===== src/rtl/sync_wc_fifo_pkg.sv =====
// -----------------------------------------------------------------------------
// sync_wc_fifo_pkg
// Shared helpers for the single-clock width-converting FIFO:
//   - clog2               : ceiling log2 for elaboration-time arithmetic
//   - unit_w              : storage unit width, min(DWI,DWO)
//   - ratio_r             : max(DWI,DWO)/min(DWI,DWO)
//   - units_per_write     : WU, storage units consumed by one write
//   - units_per_read      : RU, storage units produced by one read
//   - widths_legal        : power-of-two widths whose ratio divides the depth
//   - thresholds_legal    : programmable thresholds within 0..2^AWU
// -----------------------------------------------------------------------------
package sync_wc_fifo_pkg;

    function automatic int clog2(input int value);
        int v;
        int r;
        v = value - 32'sd1;
        r = 32'sd0;
        while (v > 32'sd0) begin
            r = r + 32'sd1;
            v = v >>> 1;
        end
        return r;
    endfunction

    function automatic int unit_w(input int dwi, input int dwo);
        return (dwi < dwo) ? dwi : dwo;
    endfunction

    function automatic int ratio_r(input int dwi, input int dwo);
        return ((dwi > dwo) ? dwi : dwo) / unit_w(dwi, dwo);
    endfunction

    function automatic int units_per_write(input int dwi, input int dwo);
        return dwi / unit_w(dwi, dwo);
    endfunction

    function automatic int units_per_read(input int dwi, input int dwo);
        return dwo / unit_w(dwi, dwo);
    endfunction

    function automatic bit is_pow2(input int v);
        return (v > 32'sd0) && ((v & (v - 32'sd1)) == 32'sd0);
    endfunction

    // A wide access must fit inside the array so it never straddles the wrap.
    function automatic bit widths_legal(input int dwi, input int dwo, input int awu);
        return is_pow2(dwi) && is_pow2(dwo) && (awu > 32'sd0) &&
               (clog2(ratio_r(dwi, dwo)) <= awu);
    endfunction

    function automatic bit thresholds_legal(input int awu, input int pf, input int pe);
        return (pf >= 32'sd0) && (pe >= 32'sd0) &&
               (pf <= (32'sd1 <<< awu)) && (pe <= (32'sd1 <<< awu));
    endfunction

endpackage


===== src/rtl/ramdp_asym.sv =====
// -----------------------------------------------------------------------------
// ramdp_asym
// Single-clock asymmetric register array of 2^AWU units of UW bits.
// Write port stores WU consecutive units per access, read port returns RU
// consecutive units combinationally. Lowest address maps to the LSB slice.
// The array is deliberately not reset.
// Ports:
//   clk    : clock, rising edge
//   we     : write enable
//   waddr  : unit address of the lowest written unit
//   wdata  : WU*UW bits of write data
//   raddr  : unit address of the lowest read unit
//   rdata  : RU*UW bits of read data (combinational)
// -----------------------------------------------------------------------------
module ramdp_asym #(
    parameter int UW  = 4,
    parameter int AWU = 6,
    parameter int WU  = 1,
    parameter int RU  = 4
) (
    input  logic                clk,
    input  logic                we,
    input  logic [AWU-1:0]      waddr,
    input  logic [WU*UW-1:0]    wdata,
    input  logic [AWU-1:0]      raddr,
    output logic [RU*UW-1:0]    rdata
);

    localparam int DEPTH = 32'sd1 <<< AWU;

    logic [UW-1:0] mem_r [DEPTH];

    // Store each write slice at consecutive unit addresses.
    always_ff @(posedge clk) begin
        if (we) begin
            for (int i = 0; i < WU; i++) begin
                mem_r[waddr + AWU'(i)] <= wdata[i*UW +: UW];
            end
        end
    end

    // Gather RU consecutive units into one read word.
    always_comb begin
        rdata = {(RU*UW){1'b0}};
        for (int i = 0; i < RU; i++) begin
            rdata[i*UW +: UW] = mem_r[raddr + AWU'(i)];
        end
    end

endmodule


===== src/rtl/sync_wc_fifo.sv =====
// -----------------------------------------------------------------------------
// sync_wc_fifo
// Single-clock width-converting FIFO (upsizing or downsizing by a power-of-two
// ratio) with fill level, programmable thresholds and overflow/underflow pulses.
// Compile-time option:
//   FIFO_FWFT_EN : defined  -> first-word-fall-through read data
//                  undefined-> read data registered at the accepting edge
// Ports:
//   clk, rstn         : clock (rising edge), asynchronous active-low reset
//   winc, wdata       : write request and DWI-bit data
//   rinc, rdata       : read request and DWO-bit data
//   wfull, rempty     : fewer than WU free / RU stored units
//   prog_full/empty   : count >= PROG_FULL / count <= PROG_EMPTY
//   count             : stored units (AWU+1 bits)
//   wovf, rund        : one-cycle pulses for dropped writes / reads
// -----------------------------------------------------------------------------
module sync_wc_fifo
    import sync_wc_fifo_pkg::*;
#(
    parameter int DWI        = 4,
    parameter int DWO        = 16,
    parameter int AWU        = 6,
    parameter int PROG_FULL  = 48,
    parameter int PROG_EMPTY = 4
) (
    input  logic            clk,
    input  logic            rstn,
    input  logic            winc,
    input  logic [DWI-1:0]  wdata,
    input  logic            rinc,
    output logic [DWO-1:0]  rdata,
    output logic            wfull,
    output logic            rempty,
    output logic            prog_full,
    output logic            prog_empty,
    output logic [AWU:0]    count,
    output logic            wovf,
    output logic            rund
);

    localparam int UW    = unit_w(DWI, DWO);
    localparam int WU    = units_per_write(DWI, DWO);
    localparam int RU    = units_per_read(DWI, DWO);
    localparam int DEPTH = 32'sd1 <<< AWU;

    localparam logic [AWU:0]   FULL_LIM = (AWU+1)'(DEPTH - WU);
    localparam logic [AWU:0]   WU_INC   = (AWU+1)'(WU);
    localparam logic [AWU:0]   RU_DEC   = (AWU+1)'(RU);
    localparam logic [AWU:0]   PF_LIM   = (AWU+1)'(PROG_FULL);
    localparam logic [AWU:0]   PE_LIM   = (AWU+1)'(PROG_EMPTY);
    localparam logic [AWU-1:0] WP_STEP  = AWU'(WU);
    localparam logic [AWU-1:0] RP_STEP  = AWU'(RU);

    if (!widths_legal(DWI, DWO, AWU)) begin : g_bad_widths
        $error("sync_wc_fifo: DWI/DWO must be powers of two with a ratio not exceeding the depth");
    end
    if (!thresholds_legal(AWU, PROG_FULL, PROG_EMPTY)) begin : g_bad_thresholds
        $error("sync_wc_fifo: PROG_FULL/PROG_EMPTY must lie within 0..2^AWU");
    end

    logic [AWU:0]    count_r;
    logic [AWU-1:0]  wptr_r;
    logic [AWU-1:0]  rptr_r;
    logic            wovf_r;
    logic            rund_r;
    logic            wfull_s;
    logic            rempty_s;
    logic            wacc_s;
    logic            racc_s;
    logic [AWU:0]    cnt_add_s;
    logic [AWU:0]    cnt_sub_s;
    logic [AWU:0]    cnt_nxt_s;
    logic [DWO-1:0]  mem_rdata_s;

    // Both requests are judged against the current flags, never the next ones.
    assign wfull_s  = (count_r > FULL_LIM);
    assign rempty_s = (count_r < RU_DEC);
    assign wacc_s   = winc & ~wfull_s;
    assign racc_s   = rinc & ~rempty_s;

    // Next fill level from accepted accesses only.
    always_comb begin
        cnt_add_s = wacc_s ? WU_INC : {(AWU+1){1'b0}};
        cnt_sub_s = racc_s ? RU_DEC : {(AWU+1){1'b0}};
        cnt_nxt_s = count_r + cnt_add_s - cnt_sub_s;
    end

    // Pointer, fill level and dropped-request pulse registers.
    always_ff @(posedge clk or negedge rstn) begin
        if (!rstn) begin
            count_r <= {(AWU+1){1'b0}};
            wptr_r  <= {AWU{1'b0}};
            rptr_r  <= {AWU{1'b0}};
            wovf_r  <= 1'b0;
            rund_r  <= 1'b0;
        end else begin
            count_r <= cnt_nxt_s;
            if (wacc_s) begin
                wptr_r <= wptr_r + WP_STEP;
            end
            if (racc_s) begin
                rptr_r <= rptr_r + RP_STEP;
            end
            wovf_r <= winc & wfull_s;
            rund_r <= rinc & rempty_s;
        end
    end

    ramdp_asym #(
        .UW  (UW),
        .AWU (AWU),
        .WU  (WU),
        .RU  (RU)
    ) u_mem (
        .clk   (clk),
        .we    (wacc_s),
        .waddr (wptr_r),
        .wdata (wdata),
        .raddr (rptr_r),
        .rdata (mem_rdata_s)
    );

`ifdef FIFO_FWFT_EN
    // Head word falls through; forced to zero while nothing complete is stored.
    assign rdata = rempty_s ? {DWO{1'b0}} : mem_rdata_s;
`else
    logic [DWO-1:0] rdata_r;

    // Capture the head word at the edge that accepts the read; hold otherwise.
    always_ff @(posedge clk or negedge rstn) begin
        if (!rstn) begin
            rdata_r <= {DWO{1'b0}};
        end else if (racc_s) begin
            rdata_r <= mem_rdata_s;
        end
    end

    assign rdata = rdata_r;
`endif

    assign wfull      = wfull_s;
    assign rempty     = rempty_s;
    assign prog_full  = (count_r >= PF_LIM);
    assign prog_empty = (count_r <= PE_LIM);
    assign count      = count_r;
    assign wovf       = wovf_r;
    assign rund       = rund_r;

endmodule


===== config.mk =====
export PLATFORM = sky130hd
export DESIGN_NAME = sync_wc_fifo
export DESIGN_NICKNAME = d
export VERILOG_FILES = /design/src/rtl/sync_wc_fifo_pkg.sv /design/src/rtl/ramdp_asym.sv /design/src/rtl/sync_wc_fifo.sv
export SDC_FILE = /design/constraint.sdc
export NUM_CORES = 1
export LEC_CHECK = 0
export ABC_AREA = 1
export BUFFER_PORTS_ARGS = -buffer_cell sky130_fd_sc_hd__buf_2
export CAP_MARGIN = 30
export CORE_UTILIZATION = 55
export DETAILED_ROUTE_END_ITERATION = 7
export PLACE_DENSITY = 0.75
export REMOVE_ABC_BUFFERS = 1
export SYNTH_ARGS = -nofsm -noshare
export SYNTH_HDL_FRONTEND = slang
export SYNTH_SLANG_ARGS = --single-unit
export TNS_END_PERCENT = 50

===== constraint.sdc =====
create_clock -name clk -period 2.5 [get_ports clk]
set_clock_uncertainty 0.15 [all_clocks]
set_input_delay 0.125 -clock clk [delete_from_list [all_inputs] [get_ports clk]]
set_output_delay 0.125 -clock clk [all_outputs]
set_load 0.005 [all_outputs]

==> reports/metrics.csv <==
stage,metric,value,unit
finish,final-seq-area,0.00857,mm²
synth,yosysTopAreaCellShare,59.1,%
clocking,clkSlewWorstSetupHoldPaths,0.06,ns
finish,most_frequent_cells_in_the_layout,"418 x nand2_1, 256 x edfxtp_1, 214 x inv_1",
finish,fraction_of_final_layout_cells_with_drive_strength_greater_than_1,10.2,%
finish,multi_input_area,0.00335,mm²
critical_path,crit_path_max_fanout,6,
timing,min_period_over_period,94.6,%
synth,syn-mean-instance-area,9.87,µm²
finish,final.fill_count,1783,
die,chipWidth,156,µm
synth,synthCells,1318,
clocking,cts.path.max_buffers,3,
clocking,clock_latency,0.54,ns
power_and_ir_drop,combinational_share_of_power,34.2,%
timing,setup_viol,0,
critical_path,arrival,2.64,ns
route,routed-via-count,8959,
timing,timing_max_transition_violations_final,0,
clocking,cts_made_buffers,29,
timing,worst_slew_margin_rel,53.6,%
finish,final_net_count,1409,
place,place_inst,1653,
power_and_ir_drop,irDropWorstVdd,0.000766,V
power_and_ir_drop,p_total,16.0,mW
global_routing,grtUsageTotal,24.3,%
route,drtPass1Iterations,5,
finish,layout-area-overhead-vs-synth,14.3,%
die,fp.dieArea,0.0243,mm²
critical_path,crit_path_end_kind,register,
route,number_of_nets_still_failing_antenna_checks_after_routing,0,
critical_path,worst-setup-path-type,register to register,
route,drc,0,
route,wl_per_cell,16.5,µm
clocking,cts_tree,built,
flow_run,max-cap-violations,0,
place,placement.io_buffers,36,
synth,netlist_top_cells_area,"edfxtp_1 59%, nand2_1 12%, nand3_1 7.9%",
global_routing,grt_start_max_net_pins,66,
die,coreArea,0.0229,mm²
die,start_util,56.8,%
timing,final-hold-violation-count,0,
clocking,clkSinkCount,291,
place,detailed_place_hpwl,17700,µm
global_routing,grt_antenna_before_repair,0,
critical_path,worstSetupStartpointType,register,
global_routing,grt-ovfl-total,0,
route,route.detailed.vias_per_inst,5.21,
route,totalWireLength,28400,µm
die,chipHeight,156,µm
route,detail_route.iter0.violations,659,
power_and_ir_drop,power_frac_clock,28.7,%
die,boundaryPins,37,
synth,netlist_area,0.0130,mm²
place,gp_congestion,0.896,
power_and_ir_drop,p_seq_share,37.0,%
clocking,htree_num_levels,1,
timing,period_minus_ws_final,2.36,ns
synth,synth.ff_latch_count,291,
outcome,run_status,finished clean,
finish,layout.cells.non_filler,1719,
finish,antenna_cells_inserted,0,
power_and_ir_drop,p_sw,5.68,mW
power_and_ir_drop,pwr_density_cell,1080,mW/mm²
timing,fmaxAchievable,423,MHz
die,placementRows,55,
timing,tightestPinTransition,0.691,ns
power_and_ir_drop,leakage,6.53,nW
finish,mostFrequentLayoutCell,nand2_1,
power_and_ir_drop,sw_frac_of_total,35.4,%
synth,yosysSeqAreaShare,65.8,%
global_routing,grt_pass1_wl,45200,µm
synth,synth_cell_type_count,26,
critical_path,worst_ep_required,2.78,ns
worst_hold_path,hold_class,input pin to register,
synth,ys.warnings.count,0,
power_and_ir_drop,internal_power,10.4,mW
clocking,clockRootBuffer,clkbuf_16,
global_routing,vias_in_the_first_global_route,8782,
synth,synth_area_leader_cell,edfxtp_1,
[cell usage after synthesis]
| master | number |
|---|---|
| or2_2 | 1 |
| nor2_4 | 1 |
| buf_6 | 1 |
| o41ai_1 | 2 |
| a21oi_1 | 4 |
| nand4_1 | 2 |
| clkbuf_1 | 11 |
| ha_1 | 18 |
| nand3_2 | 1 |
| inv_1 | 220 |
| xor2_1 | 10 |
| nand2_1 | 418 |
| buf_1 | 4 |
| nor2_1 | 74 |
| clkinv_1 | 2 |
| dfrtp_1 | 35 |
| o21bai_1 | 1 |
| a31oi_1 | 1 |
| edfxtp_1 | 256 |
| o21ai_0 | 6 |
| nand2_2 | 2 |
| nor3_1 | 1 |
| buf_2 | 40 |
| xnor2_1 | 1 |
| o21ai_2 | 1 |
| nand3_1 | 205 |
[timing repair]
action                                  CTS  global route
hold buffers                              9             0
buffers inserted                          0             3
gates resized for setup                   1             7
pin swaps                                 0             1
hold endpoints to repair                124             0
gates cloned                              0             0
endpoints found under the setup margin    1             3
[final cells by class]
cell class              instances  area share, %
clock buffers                  37           5.22
clock inverters                17           1.68
inverters                     222           5.61
multi-input cells             749           22.5
flip-flops and latches        291           57.7
well taps                     313           2.63
repair buffers                 90           4.68
[sequential cells by signal, summed over array words and instances, names as in the netlist]
name         count
u_mem.mem_r    256
count            7
wovf             1
rptr_r           4
wptr_r           6
rdata           16
rund             1
[worst max-delay path, stage by stage (launching register included)]
cell and delay, ns:
dfrtp_2 0.43, inv_2 0.07, ha_1 0.18, inv_1 0.06
o21ai_1 0.05, nand2_1 0.14, nand2_2 0.08, ha_1 0.34
inv_1 0.07, ha_1 0.18, nand2_1 0.06, nand2_1 0.09
a21oi_2 0.13, o21bai_1 0.08, xor2_1 0.14
[power groups by stage]
stage	Combinational (mW)	Sequential [mW]	Clock [mW]
floorplan	3.19	6.34	0
global placement	5.27	6.02	0
detailed placement	5.37	6.02	0
CTS	5.43	5.93	4.65
global route	6.16	5.98	4.83
finish	5.49	5.94	4.60
[layer usage]
layer	part of all wire (%)	vias to the layer above	global-route usage (%)	wire length [µm]
met5	0	-	0	0
met4	2.4	0	6.86	679
met3	6.7	48	3.22	1910
met2	49	339	41.4	13800
met1	42	4216	32.7	12000
li1	-	4356	-	-
[metrics by stage]
step	util, %	cell area, µm²	setup slack, ns	hold slack [ns]	setup TNS [ns]
after floorplan	-	12700	-2.96	-0.321	-52.04
after global placement	59.9	13700	0.116	0.0210	0
after detailed placement	59.9	13700	0.0109	0.0299	0
after CTS	64.7	14800	0.0136	0.236	0
after global routing	64.9	14900	-0.0259	0.255	-0.0259
final	64.9	14900	0.135	0.242	0
[kinds of logic (layout without fill, tap and decap cells)]
logic type	Yosys count	in the layout	synth area share, %
adder cells (fa/ha/maj)	18	18	1.73
AND/OR/NAND/NOR	705	705	22.5
XOR/XNOR	11	11	0.741
flip-flops	291	291	65.8
AO/OA/AOI/OAI	15	15	0.693
buffers and inverters	278	366	8.47
[worst paths after layout]
path / from / endpoint / slack (ns) / cells after the start
setup / recovery: count[4] / count[5] / 0.14 / 14
hold / removal: rinc / rund / 0.24 / 4
setup reg to reg: count[4] / count[5] / 0.14 / 14
hold reg to reg: rdata[1] / rdata[1] / 0.32 / 2
max in group asynchronous: rstn / rdata[11] / 0.35 / 4
min in group asynchronous: rstn / rdata[10] / 0.44 / 3
Power figures use the tool's default switching activity.
